**src/rtl/rgb_led_pwm_ctrl_if.sv**
```systemverilog
// rgb_led_pwm_ctrl_if: raw switches in, RGB and mono LED drives out
interface rgb_led_pwm_ctrl_if #(parameter int NUM_LEDS = 4);
    logic [3:0]          sw;
    logic [NUM_LEDS-1:0] led_r;
    logic [NUM_LEDS-1:0] led_g;
    logic [NUM_LEDS-1:0] led_b;
    logic [NUM_LEDS-1:0] led;
    modport master (output sw, input led_r, led_g, led_b, led);
    modport slave (input sw, output led_r, led_g, led_b, led);
endinterface

```
**src/rtl/rgb_led_pwm_ctrl.sv**
```systemverilog
// rgb_led_pwm_ctrl: debounced switch control of RGB/mono LEDs with PWM and four display modes
module rgb_led_pwm_ctrl #(
    parameter int NUM_LEDS = 4,
    parameter int PWM_BITS = 8,
    parameter logic [PWM_BITS-1:0] BRIGHT = PWM_BITS'(8'h20),
    parameter int DEBOUNCE_CYCLES = 1_000_000,
    parameter int BLINK_DIV = 50_000_000,
    parameter int BREATH_DIV = 100_000
) (
    input logic CLK100MHZ,
    input logic reset,
    rgb_led_pwm_ctrl_if.slave bus
);
    localparam int DB_W = DEBOUNCE_CYCLES > 1 ? $clog2(DEBOUNCE_CYCLES) : 1;
    localparam int BL_W = BLINK_DIV > 1 ? $clog2(BLINK_DIV) : 1;
    localparam int BR_W = BREATH_DIV > 1 ? $clog2(BREATH_DIV) : 1;
    localparam int CI_W = NUM_LEDS > 1 ? $clog2(NUM_LEDS) : 1;
    localparam logic [PWM_BITS-1:0] PWM_MAX = '1;
    typedef enum logic [1:0] {M_STATIC, M_BLINK, M_BREATHE, M_CHASE} mode_t;
    logic [3:0]          r_sync1, r_sync2, r_db;
    logic [DB_W-1:0]     r_db_cnt [4];
    logic [BL_W-1:0]     r_blink_cnt;
    logic [BR_W-1:0]     r_breath_cnt;
    logic [PWM_BITS-1:0] r_pwm_cnt, r_duty, r_level;
    logic                r_down, r_phase;
    logic [CI_W-1:0]     r_chase;
    mode_t               r_mode;
    logic [NUM_LEDS-1:0] r_led_r, r_led_g, r_led_b, r_led;
    logic [3:0]          w_flip;
    logic                w_rise, w_blink_tick, w_breath_tick, w_pwm_on;
    mode_t               w_mode_next;
    logic [PWM_BITS-1:0] w_duty_next;
    logic [NUM_LEDS-1:0] w_sel, w_led;
    always_comb begin
        w_flip = '0;
        for (int i = 0; i < 4; i++)
            w_flip[i] = (r_sync2[i] != r_db[i]) && (r_db_cnt[i] == DB_W'(DEBOUNCE_CYCLES - 1));
    end
    // sw_db[3] going 0->1 is exactly a bit-3 flip towards a high synchronised value
    assign w_rise        = w_flip[3] & r_sync2[3];
    assign w_mode_next   = mode_t'(r_mode + 2'd1);
    assign w_blink_tick  = r_blink_cnt == BL_W'(BLINK_DIV - 1);
    assign w_breath_tick = r_breath_cnt == BR_W'(BREATH_DIV - 1);
    assign w_pwm_on      = r_pwm_cnt < r_duty;
    assign w_duty_next   = r_mode == M_BREATHE ? r_level :
                           (r_mode == M_BLINK && !r_phase) ? '0 : BRIGHT;
    always_comb begin
        w_sel = '0;
        w_led = '0;
        for (int i = 0; i < NUM_LEDS; i++) begin
            w_sel[i] = r_mode != M_CHASE || r_chase == CI_W'(i);
            w_led[i] = i < 4 && r_mode == 2'(i);
        end
    end
    always_ff @(posedge CLK100MHZ) begin
        if (reset) begin
            r_sync1      <= '0;
            r_sync2      <= '0;
            r_db         <= '0;
            for (int i = 0; i < 4; i++) r_db_cnt[i] <= '0;
            r_blink_cnt  <= '0;
            r_breath_cnt <= '0;
            r_pwm_cnt    <= '0;
            r_duty       <= '0;
            r_level      <= '0;
            r_down       <= 1'b0;
            r_phase      <= 1'b0;
            r_chase      <= '0;
            r_mode       <= M_STATIC;
            r_led_r      <= '0;
            r_led_g      <= '0;
            r_led_b      <= '0;
            r_led        <= '0;
        end else begin
            r_sync1 <= bus.sw;
            r_sync2 <= r_sync1;
            for (int i = 0; i < 4; i++) begin
                if (r_sync2[i] == r_db[i] || w_flip[i]) r_db_cnt[i] <= '0;
                else r_db_cnt[i] <= r_db_cnt[i] + 1'b1;
                if (w_flip[i]) r_db[i] <= r_sync2[i];
            end
            r_blink_cnt  <= w_blink_tick ? '0 : r_blink_cnt + 1'b1;
            r_breath_cnt <= w_breath_tick ? '0 : r_breath_cnt + 1'b1;
            r_pwm_cnt    <= r_pwm_cnt + 1'b1;
            // duty only changes at the period boundary so no PWM period is cut short
            if (r_pwm_cnt == PWM_MAX) r_duty <= w_duty_next;
            if (w_rise) begin
                r_mode  <= w_mode_next;
                r_phase <= 1'b0;
                r_chase <= '0;
            end else if (w_blink_tick) begin
                r_phase <= ~r_phase;
                r_chase <= r_chase == CI_W'(NUM_LEDS - 1) ? '0 : r_chase + 1'b1;
            end
            if (w_rise && w_mode_next == M_BREATHE) begin
                r_level <= '0;
                r_down  <= 1'b0;
            end else if (w_breath_tick) begin
                if (!r_down) begin
                    r_down  <= r_level == PWM_MAX;
                    r_level <= r_level == PWM_MAX ? r_level - 1'b1 : r_level + 1'b1;
                end else begin
                    r_down  <= r_level != '0;
                    r_level <= r_level == '0 ? r_level + 1'b1 : r_level - 1'b1;
                end
            end
            r_led_b <= {NUM_LEDS{w_pwm_on & r_db[0]}} & w_sel;
            r_led_g <= {NUM_LEDS{w_pwm_on & r_db[1]}} & w_sel;
            r_led_r <= {NUM_LEDS{w_pwm_on & r_db[2]}} & w_sel;
            r_led   <= w_led;
        end
    end
    assign bus.led_r = r_led_r;
    assign bus.led_g = r_led_g;
    assign bus.led_b = r_led_b;
    assign bus.led   = r_led;
endmodule

```
**src/flat_wrapper.sv**
```systemverilog
// flat-port wrapper written by rule: the top's interface ports become plain ports
module rgb_led_pwm_ctrl_flat 
#(
    parameter int NUM_LEDS = 4,
    parameter int PWM_BITS = 8,
    parameter logic [PWM_BITS-1:0] BRIGHT = PWM_BITS'(8'h20),
    parameter int DEBOUNCE_CYCLES = 1_000_000,
    parameter int BLINK_DIV = 50_000_000,
    parameter int BREATH_DIV = 100_000
)
  (CLK100MHZ, reset, bus_sw, bus_led_r, bus_led_g, bus_led_b, bus_led);
  rgb_led_pwm_ctrl_if #(.NUM_LEDS(NUM_LEDS)) bus_i ();
  input logic CLK100MHZ;
  input logic reset;
  input wire logic [$bits(bus_i.sw)-1:0] bus_sw;
  output wire logic [$bits(bus_i.led_r)-1:0] bus_led_r;
  output wire logic [$bits(bus_i.led_g)-1:0] bus_led_g;
  output wire logic [$bits(bus_i.led_b)-1:0] bus_led_b;
  output wire logic [$bits(bus_i.led)-1:0] bus_led;
  assign bus_i.sw = bus_sw;
  assign bus_led_r = bus_i.led_r;
  assign bus_led_g = bus_i.led_g;
  assign bus_led_b = bus_i.led_b;
  assign bus_led = bus_i.led;
  rgb_led_pwm_ctrl #(.NUM_LEDS(NUM_LEDS), .PWM_BITS(PWM_BITS), .BRIGHT(BRIGHT), .DEBOUNCE_CYCLES(DEBOUNCE_CYCLES), .BLINK_DIV(BLINK_DIV), .BREATH_DIV(BREATH_DIV)) u_core (.CLK100MHZ(CLK100MHZ), .reset(reset), .bus(bus_i));
endmodule
```
**config.mk**
```make
export PLATFORM = sky130hd
export DESIGN_NAME = rgb_led_pwm_ctrl_flat
export DESIGN_NICKNAME = d
export VERILOG_FILES = /design/src/rtl/rgb_led_pwm_ctrl_if.sv /design/src/rtl/rgb_led_pwm_ctrl.sv /design/src/flat_wrapper.sv
export SDC_FILE = /design/constraint.sdc
export NUM_CORES = 1
export LEC_CHECK = 0
export CAP_MARGIN = 5
export CORE_MARGIN = 2
export CORE_UTILIZATION = 43
export DETAILED_ROUTE_END_ITERATION = 6
export PLACE_DENSITY = 0.57
export SETUP_SLACK_MARGIN = 0.5
export SLEW_MARGIN = 5
export SYNTH_ARGS = -nofsm -noshare
export SYNTH_HDL_FRONTEND = slang
export SYNTH_SLANG_ARGS = --single-unit
```
**constraint.sdc**
```tcl
create_clock -name CLK100MHZ -period 3.3 [get_ports CLK100MHZ]
set_input_delay 0.33 -clock CLK100MHZ [delete_from_list [all_inputs] [get_ports CLK100MHZ]]
set_output_delay 0.33 -clock CLK100MHZ [all_outputs]
set_load 0.1 [all_outputs]
```
==> flow_summary_export.csv, run 1 <==
group,metric,value,unit
synth,synth_top_family_by_area,"simple AND/OR/NAND/NOR gates",
sta,rsz0062_at_grt,"false",
global_routing,met3_usage,3.426,%
global_routing,grt_pass1_wl,27520,um
power_and_ir_drop,p_switching,1.043,mW
global_routing,grt_antenna_before_repair,0,
floorplanning,start_util,43.95,%
worst_setup_path,worst_path_max_delay_cell,"or3_1",
routing,wl,15920,um
synth,yosys_warnings,0,
synth,synth_edf_count,80,
place,post-dp-hpwl,11000,um
routing,first_pass_iters,4,
synth,ys_ff_latch,181,
power_and_ir_drop,finalPower,4.746,mW
synth,muxShareOfSynthArea,1.238,%
routing,viasPerCell,4.808,
finish,final_core_util,50.58,%
synth,synth-seq-area-share,49.75,%
global_routing,gr-usage-met1,20.98,%
synth,synth_xor_area_share,12.01,%
finish,syn2layout_area_growth,15.08,%
synth,synthCells,928,
clock_tree,cts_buffers,17,
synth,netlist_top_cells_count,"167 x nor2_1, 101 x dfxtp_1, 80 x edfxtp_1, 74 x xnor2_1, 65 x nand3_1",
synth,async_flop_share,0,%
clock_tree,ctsResizeCount,0,
floorplanning,ios,22,
sta,hold_viol_final,0,
finish,drive_gt1_share,4.932,%
power_and_ir_drop,clockPowerShare,45.1,%
hold_path,min-delay-path-class,"register to register",
synth,synth_ff_type,"dfxtp_1",
clock_tree,clock-root-buffer,"clkbuf_16",
sta,setup_viol,0,
synth,yosys.cell_count.top_type,"nor2_1",
sta,hold_ws,0.4347,ns
sta,maxSlewViolCount,0,
synth,synthSimpleGateAreaFrac,26.01,%
worst_setup_path,start_kind,"register",
sta,period_share,76.17,%
synth,synth_compound_area_share,3.953,%
sta,skew,0.01036,ns
power_and_ir_drop,p_int,3.703,mW
synth,synth_area_leaders,"edfxtp_1 27%, dfxtp_1 23%, xnor2_1 7.3%",
global_routing,grt_max_degree,38,
sta,worstMarginPinSlew,0.9808,ns
finish,n_antenna_cell,0,
worst_setup_path,critPathLaunch,"u_core.r_db_cnt[2][0]$_SDFFCE_PN0P_",
power_and_ir_drop,p_per_area,463.7,nW/um^2
worst_setup_path,timing.rr.start,"u_core.r_db_cnt[2][0]$_SDFFCE_PN0P_",
worst_setup_path,slowest_delay,0.61,ns
outcome,status,"finished clean",
global_routing,track_usage,15.23,%
synth,synth_area_leader_cell,"edfxtp_1",
clock_tree,max-clock-path-buffers,2,
global_routing,grt_pass1_vias,5917,
power_and_ir_drop,power.share.sequential,51.6,%
routing,drt_iter0_markers,242,
clock_tree,cts.sinks,181,
hold_path,min_from,"u_core.r_sync1[0]$_SDFF_PP0_",
floorplanning,dieArea,21850,sq um
clock_tree,clk_pin_slew_worst_paths,0.06,ns
power_and_ir_drop,ir_drop,0.0003087,V
synth,synth_cell_type_count,54,
synth,synthAdderAreaFrac,3.658,%
global_routing,grt_overflow,0,
clock_tree,cts_hold_buf,0,
floorplanning,num_rows,52,
worst_setup_path,endpoint_kind,"register",
worst_setup_path,crit_required,3.45,ns
worst_setup_path,crit_fanout,20,
place,gp_congestion,0.7689,
worst_setup_path,crit_chain,"ha_1, nand4_1, or2_2, nor4_1, or3_1, nor2_1",
floorplanning,die_h,147.8,um
routing,remaining_drc_errors,0,
power_and_ir_drop,power_frac_comb,3.3,%
clock_tree,clock_latency,0.43,ns
floorplanning,die_x,147.8,um
global_routing,busiest_layer,"met2",
power_and_ir_drop,p_leak,3.489,nW
routing,via_count,6269,
sta,tns,0,ns
worst_setup_path,critPathArrivalTime,2.66,ns
worst_setup_path,critPathKind,"register to register",
sta,max_freq,0.3978,GHz
power_and_ir_drop,swShare,21.97,%
clock_tree,htreeDepth,4,
synth,synth_top_area_share,27.01,%
run,cap_violations,0,
place,place.port_buffers,21,
finish,nets,1053,
routing,wl_per_cell,12.21,um
global_routing,grt.met2_usage,24.26,%
clock_tree,cts_tree,"built",
synth,synth_area,8894,sq um
routing,ant_nets,0,
floorplanning,core,20230,sq um
clock_tree,post-cts-setup-buffers,0,
sta,maxSlewHeadroom,34.41,%
sta,finalCriticalPeriod,2.514,ns
synth,syn_area_per_cell,9.584,sq um
[worst max-delay path: cells and delay by family, from the launching register on]
family        cells  cell delay (ns)
fa+ha+maj         1             0.22
flops             1             0.39
simple gates      5             1.63
[cells in the final DEF, fill, tap and decap left out, drive strengths merged, types with 5 or more instances in the layout]
| cell | count |
|---|---|
| inv | 41 |
| dfxtp | 101 |
| conb | 80 |
| nand3 | 65 |
| xor2 | 48 |
| o21ai | 9 |
| nand4 | 28 |
| nor3 | 23 |
| nor2 | 167 |
| mux2i | 11 |
| ha | 26 |
| nor4 | 20 |
| nor4b | 5 |
| and4 | 10 |
| or3 | 9 |
| edfxtp | 80 |
| nand2 | 64 |
| a21oi | 39 |
| and3 | 17 |
| xnor2 | 74 |
| nor2b | 17 |
| or4 | 5 |
| clkbuf | 19 |
| nand2b | 7 |
| buf | 6 |
| clkdlybuf4s50 | 20 |
[sequential cells by signal, summed over array words and instances (netlist names), 8 cells and up]
name / flops
u_core.r_blink_cnt: 26
u_core.r_pwm_cnt: 8
u_core.r_db_cnt: 80
u_core.r_duty: 8
u_core.r_breath_cnt: 17
u_core.r_level: 8
[path summary, 6_finish.rpt]
| check | to | slack (ns) | cells past startpoint |
|---|---|---|---|
| max | u_core.r_db_cnt[2][5]$_SDFFCE_PN0P_ | 0.79 | 6 |
| min | u_core.r_sync2[0]$_SDFF_PP0_ | 0.43 | 1 |
| max reg2reg | u_core.r_db_cnt[2][5]$_SDFFCE_PN0P_ | 0.79 | 6 |
| min reg2reg | u_core.r_sync2[0]$_SDFF_PP0_ | 0.43 | 1 |
[metrics by stage]
step                      std cells  cell area (sq um)  setup WS, ns
final                          1304              10230        0.7863
after global routing           1304              10230        0.5760
after CTS                      1304              10230        0.7702
after detailed placement       1272               9613        0.7971
after global placement         1272               9613        0.8399
after floorplan                1007               9190         1.292
[kinds of logic after synthesis]
kind of cell / count (synthesis)
buffers and inverters: 68
adder cells (fa/ha/maj): 26
AO/OA/AOI/OAI: 61
multiplexers: 11
flip-flops: 181
AND/OR/NAND/NOR: 458
other: 1
XOR/XNOR: 122
[power groups by stage]
stage	Sequential [mW]	Clock, mW	Combinational, mW
after floorplan	2.49	0	0.127
final	2.45	2.14	0.157
after global placement	2.50	0	0.155
after global routing	2.46	2.28	0.181
after detailed placement	2.50	0	0.155
after CTS	2.45	2.19	0.157
[layer usage]
| layer | vias to the layer above | share of wire (%) |
|---|---|---|
| li1 | 3310 | - |
| met1 | 2885 | 52 |
| met2 | 61 | 44 |
| met3 | 13 | 2.3 |
| met4 | 0 | 0.92 |
| met5 | - | 0 |
[area by class of cell]
| cell class | instances | area, sq um |
|---|---|---|
| Timing Repair Buffer | 26 | 242.7 |
| Inverter | 37 | 138.9 |
| Clock buffer | 19 | 454.2 |
| Clock inverter | 13 | 167.7 |
| Fill cell | 1875 | 10000 |
| Tap cell | 270 | 337.8 |
| Multi-Input combinational cell | 758 | 4469 |
| Sequential cell | 181 | 4424 |
Note: power is estimated with default switching activity, not from simulation.
==> run 2, diff against run 1 <==
==> constraint.sdc (replaced) <==
create_clock -name CLK100MHZ -period 2.6 [get_ports CLK100MHZ]
set_input_delay 0.26 -clock CLK100MHZ [delete_from_list [all_inputs] [get_ports CLK100MHZ]]
set_output_delay 0.26 -clock CLK100MHZ [all_outputs]
set_load 0.1 [all_outputs]
==> run 2 against run 1 <==
  * Core utilization increased by 0.82 points
  * Via count increased by 1.5%
  * Count of clock-buffer cells in the layout increased by 1
  * Combinational power increased by 35%
  * First-iteration DRC count decreased by 11%
  * Critical endpoint is now u_core.r_db_cnt[3][9]$_SDFFCE_PN0P_
  * Largest power group unchanged
==> flow_summary_export.csv, run 2 (synthesis results as in run 1) <==
group,metric,value,unit
floorplanning,start_util,43.95,%
sta,maxSlewHeadroom,60.71,%
routing,remaining_drc_errors,0,
global_routing,track_usage,15.52,%
sta,period_share,77.36,%
sta,rsz0062_at_grt,"true",
floorplanning,dieArea,21850,sq um
clock_tree,cts_tree,"built",
floorplanning,core,20230,sq um
finish,nets,1067,
sta,max_freq,0.4972,GHz
finish,final_area,10400,sq um
sta,maxSlewViolCount,0,
routing,ant_nets,0,
floorplanning,ios,22,
run,cap_violations,0,
finish,layout_commonest_cell,"nor2_1",
clock_tree,cts_buffers,17,
finish,n_antenna_cell,0,
global_routing,grt_antenna_before_repair,0,
power_and_ir_drop,swShare,22.57,%
global_routing,grt_overflow,0,
power_and_ir_drop,p_leak,3.645,nW
worst_setup_path,r2r_cells,6,
power_and_ir_drop,power.share.sequential,53.0,%
power_and_ir_drop,p_int,4.545,mW
clock_tree,clock-root-buffer,"clkbuf_16",
sta,setup_viol,0,
finish,drive_gt1_share,10.02,%
floorplanning,die_x,147.8,um
power_and_ir_drop,power_frac_comb,3.6,%
finish,most-common-layout-cells,"167 x nor2_1, 97 x dfxtp_1, 80 x edfxtp_1, 80 x conb_1, 74 x xnor2_1",
routing,first_pass_iters,4,
worst_setup_path,critPathArrivalTime,2.20,ns
floorplanning,num_rows,52,
sta,worstMarginPinSlew,0.5894,ns
hold_path,min-delay-path-class,"input pin to register",
finish,top_register,"u_core.r_db_cnt",
clock_tree,clk_pin_slew_worst_paths,0.07,ns
finish,reg_top3,"u_core.r_db_cnt x80, u_core.r_blink_cnt x26, u_core.r_breath_cnt x17",
power_and_ir_drop,p_per_area,564.3,nW/um^2
place,preCtsSetupSlack,0.3651,ns
clock_tree,cts_hold_buf,0,
hold_path,whs_path_depth,2,
sta,finalCriticalPeriod,2.011,ns
place,place.port_buffers,21,
global_routing,grt_max_degree,32,
power_and_ir_drop,p_switching,1.325,mW
routing,wl,16040,um
sta,skew,0.01591,ns
routing,via_count,6362,
routing,wl_per_cell,12.17,um
sta,tns,0,ns
floorplanning,die_h,147.8,um
worst_setup_path,endpoint_kind,"register",
clock_tree,max-clock-path-buffers,2,
clock_tree,htreeDepth,4,
finish,largest_reg_flops,80,
clock_tree,cts.sinks,181,
sta,hold_viol_final,0,
sta,worst_slack,0.5887,ns
routing,drt_iter0_markers,215,
place,placed_cell_area,9610,sq um
power_and_ir_drop,ir_drop,0.0003934,V
place,gp_congestion,0.7597,
clock_tree,clock_latency,0.44,ns
worst_setup_path,crit_fanout,20,
place,post-dp-hpwl,11100,um
finish,syn2layout_area_growth,16.95,%
worst_setup_path,start_kind,"register",
power_and_ir_drop,clockPowerShare,43.4,%
finish,final_core_util,51.40,%
outcome,status,"finished clean",
worst_setup_path,critPathKind,"register to register",
global_routing,grt_pass1_wl,27880,um
global_routing,grt_pass1_vias,5983,
routing,viasPerCell,4.827,
worst_setup_path,crit_required,2.79,ns
-- run 2: cell types whose count changed in the layout (fill, tap and decap cells not counted), moves of 3 or more --
cell | previous run | this run
buf_4 | 5 | 33
clkdlybuf4s50_1 | 20 | 4
dfxtp_1 | 101 | 97
dfxtp_2 | 0 | 4
ha_1 | 26 | 23
ha_2 | 0 | 3
-- run 2: cell type report --
cell class	count	area, sq um
clock buffers	20	467.9
clock inverters	12	113.9
fillers	1866	9833
inverters	37	138.9
multi-input cells	758	4586
flip-flops and latches	181	4429
well taps	270	337.8
repair buffers	40	327.8
-- run 2: routing by layer --
layer / vias up / routed length, um / share of wire (%) / track usage, %
li1: 3350 / - / - / -
met3: 14 / 436 / 2.7 / 4.012
met5: - / 0 / 0 / 0
met2: 63 / 7186 / 45 / 24.19
met4: 0 / 182 / 1.1 / 4.667
met1: 2935 / 8234 / 51 / 21.33
-- run 2: metrics by stage --
stage               hold slack [ns]  total power, mW  instances
detailed placement           0.4253            3.370       1277
CTS                          0.3031            5.941       1311
floorplan                    0.3882            3.320       1007
finish                       0.3211            5.869       1318
global placement             0.4175            3.368       1277
global route                 0.3418            6.104       1318
-- run 2: worst paths after layout --
| kind | to | from | slack, ns |
|---|---|---|---|
| worst max register to register | u_core.r_db_cnt[3][9]$_SDFFCE_PN0P_ | u_core.r_db_cnt[3][16]$_SDFFCE_PN0P_ | 0.59 |
| worst max-delay path | u_core.r_db_cnt[3][9]$_SDFFCE_PN0P_ | u_core.r_db_cnt[3][16]$_SDFFCE_PN0P_ | 0.59 |
| worst min register to register | u_core.r_sync2[2]$_SDFF_PP0_ | u_core.r_sync1[2]$_SDFF_PP0_ | 0.44 |
| worst min-delay path | u_core.r_mode[0]$_SDFFE_PP0P_ | reset | 0.32 |
-- run 2: worst max-delay path: stages, from the launching register on --
cell and delay [ns]:
edfxtp_1 0.41, nand3_1 0.13, or4b_4 0.61, nor3_4 0.21, or3_1 0.16, buf_8 0.17, nor2_1 0.07
-- run 2: power by group through the flow --
| stage | clock (mW) | sequential, mW | combinational (mW) |
|---|---|---|---|
| after floorplan | 0 | 3.16 | 0.161 |
| after global placement | 0 | 3.17 | 0.197 |
| after detailed placement | 0 | 3.17 | 0.198 |
| after CTS | 2.63 | 3.11 | 0.201 |
| after global routing | 2.74 | 3.12 | 0.246 |
| final | 2.55 | 3.11 | 0.212 |
-- run 2: what timing repair did --
item | 4_1_cts | 5_1_grt
setup buffers | 2 | 7
pin swaps | 2 | 1
endpoints found under the setup margin | 121 | 109
gates cloned | 0 | 0
gates resized for setup | 6 | 27
==> run 3, diff against run 2 <==
==> constraint.sdc (replaced) <==
create_clock -name CLK100MHZ -period 1.94 [get_ports CLK100MHZ]
set_input_delay 0.194 -clock CLK100MHZ [delete_from_list [all_inputs] [get_ports CLK100MHZ]]
set_output_delay 0.194 -clock CLK100MHZ [all_outputs]
set_load 0.1 [all_outputs]
==> run 3 against run 2 <==
  * Critical path depth stayed put
  * Global-route usage is 2.2 points higher
  * Wire length increased by 24%
  * Maximum frequency rose by 5.2%
  * Die area unchanged
==> flow_summary_export.csv, run 3 (synthesis results as in run 1) <==
group,metric,value,unit
outcome,status,"finished clean",
sta,finalCriticalPeriod,1.912,ns
worst_setup_path,slowest_delay,0.60,ns
sta,maxSlewViolCount,0,
sta,rsz0062_at_grt,"true",
clock_tree,clk_pin_slew_worst_paths,0.06,ns
routing,via_count,7103,
routing,remaining_drc_errors,0,
sta,hold_ws,0.1906,ns
finish,stdcell_count,1441,
clock_tree,cts_buffers,17,
finish,syn2layout_area_growth,42.50,%
routing,ant_nets,0,
hold_path,min_from,"reset",
global_routing,grt_pass1_vias,6642,
worst_setup_path,timing.rr.start,"u_core.r_db_cnt[1][1]$_SDFFCE_PN0P_",
worst_setup_path,critPathLaunch,"u_core.r_db_cnt[1][1]$_SDFFCE_PN0P_",
floorplanning,core,20230,sq um
finish,layout_commonest_cell,"buf_4",
clock_tree,cts.sinks,181,
finish,drive_gt1_share,37.32,%
sta,period_share,98.58,%
worst_setup_path,cp.buffers_inverters,1,
worst_setup_path,crit_fanout,4,
floorplanning,start_util,43.95,%
routing,wl,19910,um
global_routing,grt_pass1_wl,31890,um
clock_tree,cts_hold_buf,0,
finish,reg_top3,"u_core.r_db_cnt x80, u_core.r_blink_cnt x26, u_core.r_breath_cnt x17",
worst_setup_path,worst_path_max_delay_cell,"or4_4",
power_and_ir_drop,p_per_area,639.4,nW/um^2
place,preCtsSetupSlack,0.05254,ns
run,cap_violations,0,
worst_setup_path,critPathKind,"register to register",
finish,top_register,"u_core.r_db_cnt",
sta,skew,0.01090,ns
floorplanning,dieArea,21850,sq um
hold_path,min-delay-path-class,"input pin to register",
worst_setup_path,crit_family,"simple AND/OR/NAND/NOR gates",
clock_tree,clock_latency,0.42,ns
floorplanning,num_rows,52,
sta,hold_viol_final,0,
routing,viasPerCell,4.929,
worst_setup_path,crit_required,2.12,ns
global_routing,grt_overflow,0,
clock_tree,cts_tree,"built",
sta,worst_slack,0.02750,ns
floorplanning,ios,22,
sta,setup_viol,0,
finish,final_area,12670,sq um
place,post-dp-hpwl,11730,um
worst_setup_path,critPathArrivalTime,2.09,ns
routing,wl_per_cell,13.82,um
worst_setup_path,endpoint_kind,"register",
floorplanning,die_h,147.8,um
finish,largest_reg_flops,80,
place,place_inst,1326,
power_and_ir_drop,p_leak,4.449,nW
sta,max_freq,0.5229,GHz
clock_tree,max-clock-path-buffers,2,
finish,n_antenna_cell,0,
routing,drt_iter0_markers,300,
place,place.port_buffers,21,
finish,nets,1190,
routing,first_pass_iters,5,
finish,most-common-layout-cells,"121 x buf_4, 80 x edfxtp_1, 80 x conb_1",
worst_setup_path,crit_chain,"ha_4, inv_2, or4_4, nor3_4, xnor2_1, nor2_2",
power_and_ir_drop,ir_drop,0.0005468,V
floorplanning,die_x,147.8,um
global_routing,track_usage,17.76,%
global_routing,grt_antenna_before_repair,0,
global_routing,grt_max_degree,32,
place,placed_cell_area,10250,sq um
clock_tree,htreeDepth,4,
place,gp_congestion,0.8467,
worst_setup_path,start_kind,"register",
clock_tree,clock-root-buffer,"clkbuf_16",
## run 3: area by class of cell
class / count / area (sq um)
clock inverters: 13 / 131.4
inverters: 37 / 138.9
fillers: 1653 / 7561
multi-input cells: 773 / 5854
repair buffers: 148 / 1300
clock buffers: 19 / 442.9
well taps: 270 / 337.8
flip-flops and latches: 181 / 4468
## run 3: worst paths after layout
check,to,slack [ns],cells after the start
worst max-delay path,u_core.r_db_cnt[1][18]$_SDFFCE_PN0P_,0.03,6
worst min-delay path,u_core.r_db[0]$_SDFFE_PP0P_,0.19,2
worst max register to register,u_core.r_db_cnt[1][18]$_SDFFCE_PN0P_,0.03,6
worst min register to register,u_core.r_sync2[1]$_SDFF_PP0_,0.44,1
## run 3: per-layer routing
layer  track usage, %  wire length [um]  vias up
met3            2.963               435       22
li1                 -                 -     3638
met4            5.762               287        0
met1            23.93              9537     3361
met5                0                 0        -
met2            29.26              9647       82
## run 3: report_power, final
group	switching, mW	leakage (nW)	internal [mW]	total [mW]
Sequential	0.0915	1.65	4.07	4.16
Combinational	0.303	2.52	0.261	0.564
Clock	1.45	0.273	1.93	3.38
## run 3: what timing repair did
action                     CTS  global route
setup endpoints to repair  153           154
gates resized for setup    100           198
pin swaps                   40            58
cloned                      17             2
setup buffers               31            33
## run 3: stage by stage
| stage | setup TNS (ns) | total power, mW | utilization [%] |
|---|---|---|---|
| 2_1_floorplan | 0 | 4.485 | - |
| 3_3_place_gp | 0 | 4.571 | 50.64 |
| 3_5_place_dp | 0 | 4.574 | 50.64 |
| 4_1_cts | 0 | 8.058 | 57.43 |
| 5_1_grt | -0.4578 | 8.414 | 62.63 |
| 6_report | 0 | 8.104 | 62.63 |
